===== src/rtl/serial_rx_os.sv =====
// 16x-oversampling asynchronous serial receiver with majority-vote bit sampling,
// configurable parity/stop bits and a single-entry valid/ready output holding register.
module serial_rx_os #(
  parameter int CLK_FREQ  = 100000000,
  parameter int BAUD      = 9600,
  parameter int DATA_BITS = 8,
  parameter int PARITY    = 2,
  parameter int STOP_BITS = 2
) (
  input  logic                 clk,
  input  logic                 rst,
  input  logic                 rxd,
  output logic [DATA_BITS-1:0] rx_data,
  output logic                 rx_valid,
  input  logic                 rx_ready,
  output logic                 parity_err,
  output logic                 frame_err,
  output logic                 overrun,
  output logic                 busy
);

  localparam int DIV    = CLK_FREQ / (16 * BAUD);
  localparam int DIV_W  = (DIV > 1) ? $clog2(DIV) : 1;
  localparam int BIT_W  = $clog2(DATA_BITS);
  localparam logic [DIV_W-1:0] DIV_MAX   = DIV_W'(DIV - 1);
  localparam logic [BIT_W-1:0] LAST_BIT  = BIT_W'(DATA_BITS - 1);
  localparam logic             LAST_STOP = 1'(STOP_BITS - 1);

  typedef enum logic [2:0] {
    S_IDLE,
    S_START,
    S_DATA,
    S_PARITY,
    S_STOP
  } state_e;

  state_e state_q, state_d;

  logic                 rxd_meta_q, rxd_sync_q, rxd_prev_q;
  logic [1:0]           settle_q, settle_d;
  logic [DIV_W-1:0]     div_cnt_q, div_cnt_d;
  logic [3:0]           tick_idx_q, tick_idx_d;
  logic [1:0]           samp_q, samp_d;
  logic [BIT_W-1:0]     bit_cnt_q, bit_cnt_d;
  logic                 stop_cnt_q, stop_cnt_d;
  logic [DATA_BITS-1:0] shift_q, shift_d;
  logic                 perr_q, perr_d;
  logic                 ferr_q, ferr_d;
  logic [DATA_BITS-1:0] rx_data_q, rx_data_d;
  logic                 rx_valid_q, rx_valid_d;
  logic                 parity_err_q, parity_err_d;
  logic                 frame_err_q, frame_err_d;
  logic                 overrun_q, overrun_d;

  logic tick, mid_bit, end_bit, maj, fall_edge, parity_bad, complete, ferr_final;

  // The edge detector stays disarmed until the synchronizer has flushed its
  // reset value, so a line already low after reset never looks like a start edge.
  always_ff @(posedge clk or posedge rst) begin
    if (rst) begin
      rxd_meta_q <= 1'b1;
      rxd_sync_q <= 1'b1;
      rxd_prev_q <= 1'b1;
      settle_q   <= 2'd0;
    end else begin
      // NOTE: sequential state uses non-blocking assignments so every flop samples pre-edge values.
      rxd_meta_q <= rxd;
      rxd_sync_q <= rxd_meta_q;
      rxd_prev_q <= rxd_sync_q;
      settle_q   <= settle_d;
    end
  end

  assign settle_d  = (settle_q == 2'd3) ? settle_q : settle_q + 2'd1;
  assign fall_edge = (settle_q == 2'd3) && rxd_prev_q && !rxd_sync_q;

  assign tick    = (state_q != S_IDLE) && (div_cnt_q == DIV_MAX);
  assign mid_bit = tick && (tick_idx_q == 4'd9);
  assign end_bit = tick && (tick_idx_q == 4'd15);
  assign maj     = (samp_q[0] & samp_q[1]) | (samp_q[0] & rxd_sync_q) | (samp_q[1] & rxd_sync_q);

  always_comb begin
    parity_bad = 1'b0;
    case (PARITY)
      1:       parity_bad = (^shift_q) ^ maj;
      2:       parity_bad = ~((^shift_q) ^ maj);
      3:       parity_bad = ~maj;
      4:       parity_bad = maj;
      default: parity_bad = 1'b0;
    endcase
  end

  always_ff @(posedge clk or posedge rst) begin
    if (rst) state_q <= S_IDLE;
    else     state_q <= state_d;
  end

  always_comb begin
    // NOTE: every combinational output is defaulted first so no path can infer a latch.
    state_d    = state_q;
    div_cnt_d  = tick ? '0 : div_cnt_q + 1'b1;
    tick_idx_d = tick ? tick_idx_q + 4'd1 : tick_idx_q;
    samp_d     = samp_q;
    bit_cnt_d  = bit_cnt_q;
    stop_cnt_d = stop_cnt_q;
    shift_d    = shift_q;
    perr_d     = perr_q;
    ferr_d     = ferr_q;
    complete   = 1'b0;

    if (tick && tick_idx_q == 4'd7) samp_d[0] = rxd_sync_q;
    if (tick && tick_idx_q == 4'd8) samp_d[1] = rxd_sync_q;

    case (state_q)
      S_IDLE: begin
        div_cnt_d  = '0;
        tick_idx_d = 4'd0;
        if (fall_edge) begin
          state_d    = S_START;
          bit_cnt_d  = '0;
          stop_cnt_d = 1'b0;
          perr_d     = 1'b0;
          ferr_d     = 1'b0;
        end
      end
      S_START: begin
        if (mid_bit && maj)  state_d = S_IDLE;
        else if (end_bit)    state_d = S_DATA;
      end
      S_DATA: begin
        if (mid_bit) shift_d = {maj, shift_q[DATA_BITS-1:1]};
        if (end_bit) begin
          if (bit_cnt_q == LAST_BIT) state_d = (PARITY != 0) ? S_PARITY : S_STOP;
          else                       bit_cnt_d = bit_cnt_q + 1'b1;
        end
      end
      S_PARITY: begin
        if (mid_bit) perr_d = parity_bad;
        if (end_bit) state_d = S_STOP;
      end
      S_STOP: begin
        if (mid_bit) begin
          if (!maj) ferr_d = 1'b1;
          // The last stop bit ends the frame at mid-bit to leave room for the next start edge.
          if (stop_cnt_q == LAST_STOP) begin
            complete = 1'b1;
            state_d  = S_IDLE;
          end
        end else if (end_bit) begin
          stop_cnt_d = 1'b1;
        end
      end
      default: state_d = S_IDLE;
    endcase
  end

  assign ferr_final = ferr_q | ~maj;

  always_comb begin
    rx_data_d    = rx_data_q;
    rx_valid_d   = rx_valid_q;
    parity_err_d = parity_err_q;
    frame_err_d  = frame_err_q;
    overrun_d    = overrun_q;
    if (complete && (!rx_valid_q || rx_ready)) begin
      rx_data_d    = shift_q;
      rx_valid_d   = 1'b1;
      parity_err_d = perr_q;
      frame_err_d  = ferr_final;
      if (rx_valid_q) overrun_d = 1'b0;
    end else if (complete) begin
      overrun_d = 1'b1;
    end else if (rx_valid_q && rx_ready) begin
      rx_valid_d = 1'b0;
      overrun_d  = 1'b0;
    end
  end

  always_ff @(posedge clk or posedge rst) begin
    if (rst) begin
      div_cnt_q    <= '0;
      tick_idx_q   <= 4'd0;
      samp_q       <= 2'b00;
      bit_cnt_q    <= '0;
      stop_cnt_q   <= 1'b0;
      shift_q      <= '0;
      perr_q       <= 1'b0;
      ferr_q       <= 1'b0;
      rx_data_q    <= '0;
      rx_valid_q   <= 1'b0;
      parity_err_q <= 1'b0;
      frame_err_q  <= 1'b0;
      overrun_q    <= 1'b0;
    end else begin
      div_cnt_q    <= div_cnt_d;
      tick_idx_q   <= tick_idx_d;
      samp_q       <= samp_d;
      bit_cnt_q    <= bit_cnt_d;
      stop_cnt_q   <= stop_cnt_d;
      shift_q      <= shift_d;
      perr_q       <= perr_d;
      ferr_q       <= ferr_d;
      rx_data_q    <= rx_data_d;
      rx_valid_q   <= rx_valid_d;
      parity_err_q <= parity_err_d;
      frame_err_q  <= frame_err_d;
      overrun_q    <= overrun_d;
    end
  end

  assign rx_data    = rx_data_q;
  assign rx_valid   = rx_valid_q;
  assign parity_err = parity_err_q;
  assign frame_err  = frame_err_q;
  assign overrun    = overrun_q;
  assign busy       = (state_q != S_IDLE);

endmodule


===== config.mk =====
export PLATFORM = sky130hd
export DESIGN_NAME = serial_rx_os
export DESIGN_NICKNAME = d
export VERILOG_FILES = /design/src/rtl/serial_rx_os.sv
export SDC_FILE = /design/constraint.sdc
export NUM_CORES = 1
export LEC_CHECK = 0
export CORE_MARGIN = 5
export CORE_UTILIZATION = 58
export DETAILED_ROUTE_END_ITERATION = 8
export PLACE_DENSITY = 0.78
export SYNTH_ARGS = -nofsm -noshare
export SYNTH_HDL_FRONTEND = slang
export SYNTH_SLANG_ARGS = --single-unit

===== constraint.sdc =====
create_clock -name clk -period 2.15 [get_ports clk]
set_input_delay 0.3225 -clock clk [delete_from_list [all_inputs] [get_ports clk]]
set_output_delay 0.3225 -clock clk [all_outputs]
set_load 0.1 [all_outputs]

Word-level counts from Yosys, hierarchy flattened
Cells that the tools add are included.
{"block": "word_totals", "word_cells": 122, "out_inout_bits": 13, "ff_bits": 50}
{"block": "classes", "muxes": 35, "n_addsub": 4, "eq_ne": 25, "reduce_logical": 30, "bitwise": 9}
{"op": "2-to-1 mux 3 bit", "count": 11}
{"op": "inequality test 2 bit, second input constant", "count": 12}
{"op": "2-to-1 mux 10 bit", "count": 2}
{"op": "2-to-1 mux 1 bit", "count": 15}
{"op": "one-hot mux 3 bit (5 select lines)", "count": 1}
{"op": "== test 4 bit, second input constant", "count": 3}
{"op": "AND reduction 4 bit", "count": 3}
{"op": "adder 10 x 1 -> 10 bit, second input constant", "count": 1}
{"op": "== test 10 bit, second input constant", "count": 1}
{"op": "logical AND 1 bit", "count": 10}
{"op": "nonzero test 2 bit", "count": 5}
{"op": "2-to-1 mux 4 bit", "count": 2}
{"op": "XOR reduction 8 bit", "count": 1}
{"op": "AND reduction 7 bit", "count": 1}
{"op": "== test 3 x 2 -> 1 bit, second input constant", "count": 2}
{"op": "== test 3 bit, second input constant", "count": 2}
{"op": "one-hot mux 1 bit (2 select lines)", "count": 3}
{"op": "one-hot mux 3 bit (2 select lines)", "count": 1}
{"op": "AND reduction 2 bit", "count": 3}
{"op": "nonzero test 3 bit", "count": 2}
{"op": "adder 4 x 1 -> 4 bit, second input constant", "count": 1}
{"op": "== test 4 x 3 -> 1 bit, second input constant", "count": 1}
{"op": "adder 3 x 1 -> 3 bit, second input constant", "count": 1}
{"op": "AND 1 bit", "count": 3}
{"op": "12 further kinds", "count": 16}

Longest topological paths before layout
Gate-level depths: netlist of run 1.
{"block": "logic_depth", "depth_word": 8, "mapped_depth": 8}

Worst setup path after synthesis of run 1
No wires, ideal clock.
{"block": "synth_path", "kind": "register to register", "start": "register rx_valid_q (netlist: rx_valid)", "end": "register parity_err_q (netlist: parity_err)", "path_slack_ps": 202, "synth_period_minus_slack_ps": 1948, "setup_ps": 126, "t_arrival_ps": 1822, "path_stages_with_launch": 4, "n_path_buf": 0, "cell_sequence": "dfrtp_1 > or2b_2 > nand4_4 > mux2_2"}
{"block": "synth_between", "elab_chain_len": 3}
{"element": "start: declaration", "line": "50", "source": "logic rx_valid_q, rx_valid_d;"}
{"element": "start signal: assignment", "line": "204", "source": "rx_valid_q <= rx_valid_d;"}
{"element": "zero test 1 bit", "line": "165", "source": "if (complete && (!rx_valid_q || rx_ready)) begin"}
{"element": "logical OR 1 bit", "line": "165"}
{"element": "logical AND 1 bit", "line": "165"}
{"element": "end signal: assignment", "line": "205", "source": "parity_err_q <= parity_err_d;"}
{"element": "end: declaration", "line": "51", "source": "logic parity_err_q, parity_err_d;"}
Every way passes these cells.
A chain may end at the register's enable or synchronous reset.

Final worst setup path of run 1
{"block": "layout_path", "start": "register div_cnt_q[0]", "end": "register samp_q[0]"}
{"block": "layout_between", "elab_chain_len": 3}
{"element": "start: declaration", "line": "41", "source": "logic [DIV_W-1:0] div_cnt_q, div_cnt_d;"}
{"element": "start signal: assignment", "line": "195", "source": "div_cnt_q <= div_cnt_d;"}
{"element": "== test 10 bit", "line": "77", "source": "assign tick = (state_q != S_IDLE) && (div_cnt_q == DIV_MAX);"}
{"element": "logical AND 1 bit", "line": "77"}
{"element": "logical AND 1 bit", "line": "111", "source": "if (tick && tick_idx_q == 4'd7) samp_d[0] = rxd_sync_q;"}
{"element": "end signal: assignment", "line": "197", "source": "samp_q <= samp_d;"}
{"element": "end: declaration", "line": "43", "source": "logic [1:0] samp_q, samp_d;"}
Every way passes these cells.

==> tab_implementation.tex, run 1 <==
\begin{tabular}{lr}
\hline
Metric & Value \\
\hline
\multicolumn{2}{l}{\textbf{Drt}} \\
\quad Post-route ant nets & 0 \\
\quad Via-per-instance ratio & approximately 5.5 \\
\quad 1st-iter DRT viols & 100 \\
\quad Post-Route WL & around 4500 um \\
\quad Iteration count of the initial detailed-routing pass & 4 \\
\quad Drt wl/cell & 15.7 um \\
\quad Via count & roughly 1,600 \\
\quad DRC Markers & 0 \\
\multicolumn{2}{l}{\textbf{Place}} \\
\quad Placed instance count & $\sim$280 \\
\quad Routability cong. & 0.864 \\
\quad Count of input and output buffers & 16 \\
\quad Placed wire-length estimate & about 3300 um \\
\multicolumn{2}{l}{\textbf{Critical path}} \\
\quad Endpoint of the most critical register-to-register path & samp\_q[0] \\
\quad Biggest fanout along the worst timing path & 9 \\
\quad Required time at the endpoint of the critical path & $\sim$2.4 ns \\
\quad Endpoint kind of the worst setup timing path & register \\
\quad Crit path arrival time & between 2 and 2.5 ns \\
\quad Setup Crit Path Kind & register to register \\
\quad Number of cells on the worst reg-to-reg path & 6 \\
\quad Startpoint type of the worst setup path & register \\
\quad Reg-to-Reg Start & div\_cnt\_q[0] \\
\quad Register-to-Register Setup Slack & between 0.15 and 0.2 ns \\
\multicolumn{2}{l}{\textbf{Clock network}} \\
\quad TritonCTS buffer count & 5 \\
\quad Clock insertion delay at the later pin of the skew report & about 0.31 ns \\
\quad Max Buffers Root-to-Sink & 2 \\
\quad CTS tree & built \\
\quad Maximum level of the CTS H-tree & 2 \\
\quad Buffer cell driving the clock tree root & clkbuf\_8 \\
\quad CTS clk-pin slew, worst paths & $\sim$0.09 ns \\
\quad Post-CTS Repair Setup Buffers & 0 \\
\quad Sink Count & 50 \\
\multicolumn{2}{l}{\textbf{Synthesis}} \\
\quad Most used flip-flop cell after synthesis & dfrtp\_1 \\
\quad Number of register bits inferred by synthesis & 50 \\
\quad Net count of the mapped netlist & 220 \\
\quad Share of the yosys chip area belonging to registers & 51.1\% \\
\quad Share of the synthesized area in the top cell type & 47.9\% \\
\quad Cell area after technology mapping & approximately 0.0025 sq mm \\
\quad Post-synthesis cell type with the largest combined area & dfrtp\_1 \\
\quad Average instance area after synthesis & 11.8 sq um \\
\quad Cells after Synth & $\sim$210 \\
\quad Warnings from Yosys & 0 \\
\quad Top cell types by occurrence after synthesis & dfrtp\_1 (47), nor2\_1 (20), mux2\_2 (17), nand2\_1 (16), xnor2\_1 (14) \\
\quad Async SR Flop Fraction & 100\% \\
\quad Main area contributors after synthesis & dfrtp\_1 (48\%), mux2\_2 (7.8\%), xnor2\_1 (5.0\%), ha\_1 (4.1\%), dfstp\_2 (3.2\%) \\
\quad Number of synthesized flops with an enable pin & 0 \\
\quad Most instantiated library cell after synthesis & dfrtp\_1 \\
\quad Number of distinct library cells after synthesis & between 40 and 50 \\
\multicolumn{2}{l}{\textbf{GRT}} \\
\quad Via count of the first global-routing pass & about 1,600 \\
\quad Number of antenna violations at the first check in global routing & 0 \\
\quad Congestion Overflow GR & 0 \\
\quad Global-route wire length before repair & 7620 um \\
\quad Tot GR Track Use & about 18\% \\
\quad Largest net degree at the start of global routing & 27 \\
\multicolumn{2}{l}{\textbf{Layout}} \\
\quad Filler Cell Count & 299 \\
\quad P\&R area growth vs syn & 12.3\% \\
\quad Final-stage net count & between 200 and 250 \\
\quad Finished Layout Cells & between 200 and 300 \\
\quad Register area & 0.00125 sq mm \\
\quad Area of the multi-input gates & around 0.0011 sq mm \\
\quad Proportion of layout cells with a drive suffix above 1 & 28.2\% \\
\quad Count of inserted antenna diode cells & 0 \\
\multicolumn{2}{l}{\textbf{STA}} \\
\quad Total Neg Setup Slack & 0 ns \\
\quad Number of hold violations in the final report & 0 \\
\quad Fraction of the cycle the final worst path needs & between 90\% and 100\% \\
\quad Post-layout minimum cycle time & around 2 ns \\
\quad Relative slew margins & a little over three fifths \\
\quad Maximum achievable frequency & approximately 500 MHz \\
\quad Final max-slew violation count & 0 \\
\quad Slew of the pin with the lowest slew margin & $\sim$0.56 ns \\
\quad Unrepaired setup endpoints after global routing & false \\
\quad Worst Skew & 0.00627 ns \\
\quad Final setup violation count & 0 \\
\multicolumn{2}{l}{\textbf{Die}} \\
\quad Area of the die & 0.00564 sq mm \\
\quad Die span in y & approximately 75 um \\
\quad Die Wd & between 70 and 80 um \\
\quad Core Rows & 23 \\
\quad Starting density of the core & between 60\% and 70\% \\
\quad CORE AREA & just over 0.004 sq mm \\
\quad I/O Pins & 17 \\
\multicolumn{2}{l}{\textbf{Power}} \\
\quad Max rail drop VDD & between 0.7 and 0.8 mV \\
\quad Leakage dissipation & 1.28 nW \\
\quad Power per cell area & between 600 and 700 mW/mm\^{}2 \\
\multicolumn{2}{l}{\textbf{Hold path}} \\
\quad Class of the tightest hold or removal check & register to register \\
\quad Hold Path Stages & 0 \\
\quad Worst min-delay path startpoint & rxd\_meta\_q \\
\quad Hold Path End & rxd\_sync\_q \\
\multicolumn{2}{l}{\textbf{Outcome}} \\
\quad Result of the run & finished, final reports clean \\
\multicolumn{2}{l}{\textbf{Job}} \\
\quad Total of max-cap violations & 0 \\
\hline
\end{tabular}
worst max path at each step:
stage | start | endpoint | slack [ns] | cells after the start
CTS | div_cnt_q[0] | samp_q[0] | 0.07 | 6
finish | div_cnt_q[0] | samp_q[0] | 0.16 | 6
global route | div_cnt_q[0] | samp_q[0] | 0.008 | 6
global placement | div_cnt_q[0] | samp_q[0] | 0.12 | 6
detailed placement | div_cnt_q[0] | samp_q[0] | 0.08 | 6
floorplan | rx_valid | parity_err | 0.20 | 3
logic make-up (layout without fill, tap and decap cells):
family | Yosys count | in the layout | synth area share, %
compound gates | 18 | 18 | 5.25
fa+ha+maj | 8 | 8 | 4.08
flops | 50 | 50 | 51.1
mux | 22 | 22 | 10.2
simple gates | 77 | 77 | 18.6
buf+inv | 14 | 40 | 3.36
xor+xnor | 19 | 19 | 7.34
worst max-delay path, stage by stage, from the launching register on:
cell and delay [ns]:
dfrtp_1 0.43, inv_1 0.08, ha_1 0.13, nor3b_2 0.26
nand3_2 0.24, nor4_2 0.37, mux2_2 0.37
area by class of cell:
class / count / area share, %
Clock inverter: 2 / 0.590
Tap cell: 50 / 2.27
Clock buffer: 6 / 2.99
Multi-Input combinational cell: 144 / 40.8
Inverter: 9 / 1.32
Timing Repair Buffer: 23 / 6.53
Sequential cell: 50 / 45.5
flip-flops by register name, indices dropped and copies added, names as in the netlist:
signal	flops
parity_err	1
frame_err	1
samp_q	2
settle_q	2
ferr_q	1
rxd_meta_q	1
rxd_prev_q	1
overrun	1
stop_cnt_q	1
bit_cnt_q	3
shift_q	8
state_q	3
rx_data	8
div_cnt_q	10
rxd_sync_q	1
rx_valid	1
tick_idx_q	4
perr_q	1
per-layer routing:
layer | wire (um) | up-vias | track usage, %
met5 | 0 | - | 0
met4 | 59 | 0 | 5.34
met3 | 125 | 5 | 4.01
met2 | 2070 | 15 | 27.8
met1 | 2210 | 779 | 25.9
li1 | - | 775 | -
repair_timing:
action,CTS,global route
resized for setup,0,2
setup endpoints to repair,0,2
endpoints found under the hold margin,0,0
hold buffers,0,0
stage by stage:
stage / setup WS (ns) / util (%) / total power [mW] / instance area, sq um / hold slack (ns)
3_3_place_gp: 0.121 / 65.4 / 1.30 / 2650 / 0.347
4_1_cts: 0.0731 / 67.8 / 1.90 / 2750 / 0.364
3_5_place_dp: 0.0765 / 65.4 / 1.31 / 2650 / 0.350
5_1_grt: 0.00822 / 68.0 / 1.97 / 2760 / 0.370
6_report: 0.165 / 68.0 / 1.88 / 2760 / 0.363
2_1_floorplan: 0.202 / - / 1.25 / 2460 / 0.327
layout by cell type, fill, tap and decap left out, drive strengths merged, types with 2 or more instances in the layout:
cell type,count
a21oi,2
a41oi,2
and2,2
and3,3
buf,20
clkbuf,6
clkdlybuf4s50,3
dfrtp,47
dfstp,3
ha,8
inv,10
mux2,19
mux2i,3
nand2,16
nand3,11
nand4,6
nor2,20
nor2b,2
nor3,4
nor3b,4
nor4,2
o211ai,5
o21ai,2
o31ai,2
xnor2,14
xor2,4
report_power, final:
group	switching [mW]	total [mW]	internal [mW]
registers	0.0799	1.09	1.01
logic	0.110	0.200	0.0905
clock network	0.326	0.592	0.265
No activity file was read; power rests on OpenSTA's default activity.
==> run 2: changes to the inputs <==
- ABC_AREA: not set -> 1
- PLACE_DENSITY: 0.78 -> 0.77
==> run 2 against run 1 <==
Effect of this change:
- sequential share of layout area fell by 1.4 points
- core utilization fell by 2.2 points
- count of clock-buffer cells in the layout rose by 1
- critical path depth rose by 3
- largest power group unchanged
- clock power fell by 6.6%
- worst setup slack improved by 0.080 ns
- via count rose by 19%
==> tab_implementation.tex, run 2 <==
\begin{tabular}{lr}
\hline
Metric & Value \\
\hline
\multicolumn{2}{l}{\textbf{Synthesis}} \\
\quad Top cell types by occurrence after synthesis & nand2\_1 (65), dfrtp\_1 (47), inv\_1 (34), nor2\_1 (20), nand3\_1 (14) \\
\quad Adder and majority gate portion of the synthesized area & 3.90\% (-0.17 points) \\
\quad Async SR Flop Fraction & 100\% (unchanged) \\
\quad Cells after Synth & 286 (+38\%) \\
\quad Average instance area after synthesis & 8.97 sq um (-24\%) \\
\quad Fraction of synthesized cell area in xor and xnor cells & 2.73\% (-4.6 points) \\
\quad Main combinational cell family by area after synthesis & simple AND/OR/NAND/NOR gates \\
\quad Most instantiated library cell after synthesis & nand2\_1 \\
\quad Share of the synthesized area in the top cell type & 45.8\% (-2.1 points) \\
\quad Cell area after technology mapping & 0.00257 sq mm (+4.5\%) \\
\quad Net count of the mapped netlist & 298 (+35\%) \\
\quad Main area contributors after synthesis & dfrtp\_1 (46\%), nand2\_1 (9.5\%), inv\_1 (5.0\%), ha\_1 (3.9\%), dfstp\_2 (3.1\%) \\
\quad Area fraction in compound gates after synthesis & 9.70\% (+4.5 points) \\
\quad Number of register bits inferred by synthesis & 50 (unchanged) \\
\quad Most used flip-flop cell after synthesis & dfrtp\_1 \\
\quad Warnings from Yosys & 0 (unchanged) \\
\quad Number of synthesized flops with an enable pin & 0 (unchanged) \\
\quad Number of distinct library cells after synthesis & 36 (-25\%) \\
\quad Post-synthesis mux area share & 0.829\% (-9.4 points) \\
\quad Basic-gate share of the synthesized area counting and, or, nand and nor cells & 26.4\% (+7.8 points) \\
\quad Share of the yosys chip area belonging to registers & 48.9\% (-2.2 points) \\
\quad Post-synthesis cell type with the largest combined area & dfrtp\_1 \\
\multicolumn{2}{l}{\textbf{STA}} \\
\quad Worst Skew & 0.00850 ns (+0.00223 ns) \\
\quad Number of hold violations in the final report & 0 (unchanged) \\
\quad Maximum achievable frequency & 525 MHz (+4.2\%) \\
\quad Relative slew margins & 55.0\% (-7.4 points) \\
\quad Worst slack on hold paths & 0.361 ns (-0.00173 ns) \\
\quad Final max-slew violation count & 0 (unchanged) \\
\quad Final setup violation count & 0 (unchanged) \\
\quad Post-layout minimum cycle time & 1.91 ns (-0.0800 ns) \\
\quad Total Neg Setup Slack & 0 ns (unchanged) \\
\quad Slew of the pin with the lowest slew margin & 0.667 ns (+0.105 ns) \\
\quad Unrepaired setup endpoints after global routing & false \\
\quad Fraction of the cycle the final worst path needs & 88.6\% (-3.7 points) \\
\multicolumn{2}{l}{\textbf{Drt}} \\
\quad WL met1 & 2200 um (-0.41\%) \\
\quad Highest layer used for signal routing & met4 \\
\quad Length of routed met3 wiring & 203 um (+62\%) \\
\quad Post-route ant nets & 0 (unchanged) \\
\quad Drt wl/cell & 12.4 um (-21\%) \\
\quad Post-Route WL & 4460 um (-0.13\%) \\
\quad Via-per-instance ratio & 5.19 (-6.4\%) \\
\quad Via count & 1,868 (+19\%) \\
\quad DRC Markers & 0 (unchanged) \\
\quad 1st-iter DRT viols & 78 (-22\%) \\
\quad Iteration count of the initial detailed-routing pass & 4 (unchanged) \\
\quad Routed length on met2 & 2000 um (-3.5\%) \\
\multicolumn{2}{l}{\textbf{Power}} \\
\quad Switching share of total power & 37.7\% (+10 points) \\
\quad Proportion of power drawn by flip-flops and latches & 44.9\% (-13 points) \\
\quad Net switching component of the power & 924 uW (+79\%) \\
\quad Max rail drop VDD & 0.543 mV (-30\%) \\
\quad Clk network pwr share & 22.5\% (-9.0 points) \\
\quad Combinational power share & 32.5\% (+22 points) \\
\quad Leakage dissipation & 1.37 nW (+6.4\%) \\
\quad Int Power & 1.53 mW (+12\%) \\
\quad Power per cell area & 862 mW/mm\^{}2 (+26\%) \\
\multicolumn{2}{l}{\textbf{Layout}} \\
\quad Register name with the most flops & div\_cnt\_q \\
\quad Leading cell type in the layout, fill and taps excluded & nand2\_1 \\
\quad Layout Utilization & 65.8\% (-2.2 points) \\
\quad Filler Cell Count & 352 (+18\%) \\
\quad Proportion of layout cells with a drive suffix above 1 & 19.2\% (-9.0 points) \\
\quad Max FFs per register & 10 (unchanged) \\
\quad Most frequent cells in the layout & nand2\_1 (65), dfrtp\_1 (47), inv\_1 (33) \\
\quad P\&R area growth vs syn & 10.9\% \\
\quad Count of inserted antenna diode cells & 0 (unchanged) \\
\quad Final-stage net count & 319 (+30\%) \\
\multicolumn{2}{l}{\textbf{Critical path}} \\
\quad Biggest fanout along the worst timing path & 4 (-5) \\
\quad Slowest-stage cell, CP & dfstp\_2 \\
\quad Largest delay contributor family on the critical path & simple AND/OR/NAND/NOR gates \\
\quad Startpoint type of the worst setup path & register \\
\quad Required time at the endpoint of the critical path & 2.35 ns (about the same) \\
\quad Setup Crit Path Kind & register to register \\
\quad Worst path cell trace & inv\_1, o21ai\_0, nand4\_1, nand2\_1, nand2\_1, nand2\_1, nand2\_1, nand2\_1, nand2\_1 \\
\quad Crit path arrival time & 2.10 ns (-0.09 ns) \\
\quad Stage delay of the slowest cell on the critical path & 0.56 ns (+0.13 ns) \\
\quad Most frequent cell on the critical path & nand2\_1 \\
\quad Bufs and invs on worst path & 1 (unchanged) \\
\quad Endpoint kind of the worst setup timing path & register \\
\multicolumn{2}{l}{\textbf{Clock network}} \\
\quad Max Buffers Root-to-Sink & 2 (unchanged) \\
\quad Post-CTS Repair Setup Buffers & 0 (unchanged) \\
\quad CTS clk-pin slew, worst paths & 0.08 ns (about the same) \\
\quad Sink Count & 50 (unchanged) \\
\quad Clock insertion delay at the later pin of the skew report & 0.30 ns (about the same) \\
\quad Hold-fix buffers, CTS & 0 (unchanged) \\
\quad TritonCTS buffer count & 5 (unchanged) \\
\quad Maximum level of the CTS H-tree & 2 (unchanged) \\
\quad CTS tree & built \\
\quad Buffer cell driving the clock tree root & clkbuf\_8 \\
\quad Number of gates resized after CTS & 0 (unchanged) \\
\multicolumn{2}{l}{\textbf{Die}} \\
\quad Die Wd & 76.5 um (+1.9\%) \\
\quad Core Rows & 24 (+4.3\%) \\
\quad CORE AREA & 0.00432 sq mm (+6.6\%) \\
\quad I/O Pins & 17 (unchanged) \\
\quad Area of the die & 0.00585 sq mm (+3.9\%) \\
\quad Die span in y & 76.5 um (+1.9\%) \\
\quad Starting density of the core & 59.3\% (-1.2 points) \\
\multicolumn{2}{l}{\textbf{Hold path}} \\
\quad Class of the tightest hold or removal check & register to register \\
\multicolumn{2}{l}{\textbf{Job}} \\
\quad Total of max-cap violations & 0 (unchanged) \\
\multicolumn{2}{l}{\textbf{GRT}} \\
\quad Global-route wire length before repair & 8130 um (+6.6\%) \\
\quad Number of antenna violations at the first check in global routing & 0 (unchanged) \\
\quad Congestion Overflow GR & 0 (unchanged) \\
\quad Via count of the first global-routing pass & 1,851 (+17\%) \\
\quad Largest net degree at the start of global routing & 51 (+89\%) \\
\quad Tot GR Track Use & 16.8\% (-1.3 points) \\
\multicolumn{2}{l}{\textbf{Place}} \\
\quad Routability cong. & 0.851 (-1.5\%) \\
\quad Placed wire-length estimate & 3320 um (+0.96\%) \\
\quad Count of input and output buffers & 16 (unchanged) \\
\multicolumn{2}{l}{\textbf{Outcome}} \\
\quad Result of the run & finished, final reports clean \\
\hline
\end{tabular}
[run 2: cell count changes in the layout (fill, tap and decap cells not counted), moves of 6 or more]
cell | previous run | this run
o21ai_0 | 2 | 12
inv_1 | 7 | 33
nand2_1 | 16 | 65
nor3_1 | 3 | 13
buf_4 | 20 | 12
o21ai_2 | 0 | 8
o21ai_1 | 0 | 10
mux2_2 | 17 | 1
xnor2_1 | 14 | 6
inv_2 | 1 | 7
[run 2: logic make-up after synthesis]
kind of cell | Yosys count
flops | 50
mux | 2
fa+ha+maj | 8
simple gates | 133
compound gates | 41
buf+inv | 44
xor+xnor | 8
[run 2: through the flow]
step                      instance area, sq um  worst slack [ns]  power (mW)  std cells
final                                     2850             0.245        2.45        360
after global routing                      2850            0.0353        2.62        360
after CTS                                 2850             0.206        2.48        360
after detailed placement                  2760             0.280        1.91        352
after global placement                    2760             0.300        1.89        352
after floorplan                           2570             0.394        1.77        286
[run 2: worst paths after layout]
| kind | start | to | depth (start not counted) | slack (ns) |
|---|---|---|---|---|
| max | rxd_sync_q | state_q[1] | 9 | 0.24 |
| min | rxd_meta_q | rxd_sync_q | 0 | 0.36 |
| max reg2reg | rxd_sync_q | state_q[1] | 9 | 0.24 |
| min reg2reg | rxd_meta_q | rxd_sync_q | 0 | 0.36 |
| max in group asynchronous | rst | rxd_sync_q | 3 | 1.49 |
| min in group asynchronous | rst | div_cnt_q[9] | 3 | 0.37 |
[run 2: cell type report]
cell class / count / area [sq um] / area share [%]
Clock inverter: 1 / 5.00 / 0.176
Tap cell: 52 / 65.1 / 2.29
Timing Repair Buffer: 17 / 160 / 5.63
Inverter: 41 / 156 / 5.49
Clock buffer: 7 / 86.3 / 3.03
Multi-Input combinational cell: 192 / 1120 / 39.3
Sequential cell: 50 / 1250 / 44.1
[run 2: worst register-to-register path: stages, from the launching register on]
cell and delay, ns:
dfstp_2 0.56, inv_1 0.06, o21ai_0 0.54, nand4_1 0.16, nand2_1 0.12, nand2_1 0.07
nand2_1 0.13, nand2_1 0.07, nand2_1 0.05, nand2_1 0.04
[run 2: power groups by stage]
stage	Clock [mW]	Combinational, mW	Sequential, mW
6_report	0.553	0.797	1.10
5_1_grt	0.611	0.899	1.11
4_1_cts	0.575	0.798	1.10
3_5_place_dp	0	0.793	1.12
3_3_place_gp	0	0.773	1.11
2_1_floorplan	0	0.665	1.10
[run 2: routing by layer]
metal  vias to the layer above  global-route usage [%]
met1                       862                    23.7
met2                        33                    25.7
met3                         6                    3.78
met4                         0                    5.24
met5                         -                       0
li1                        967                       -
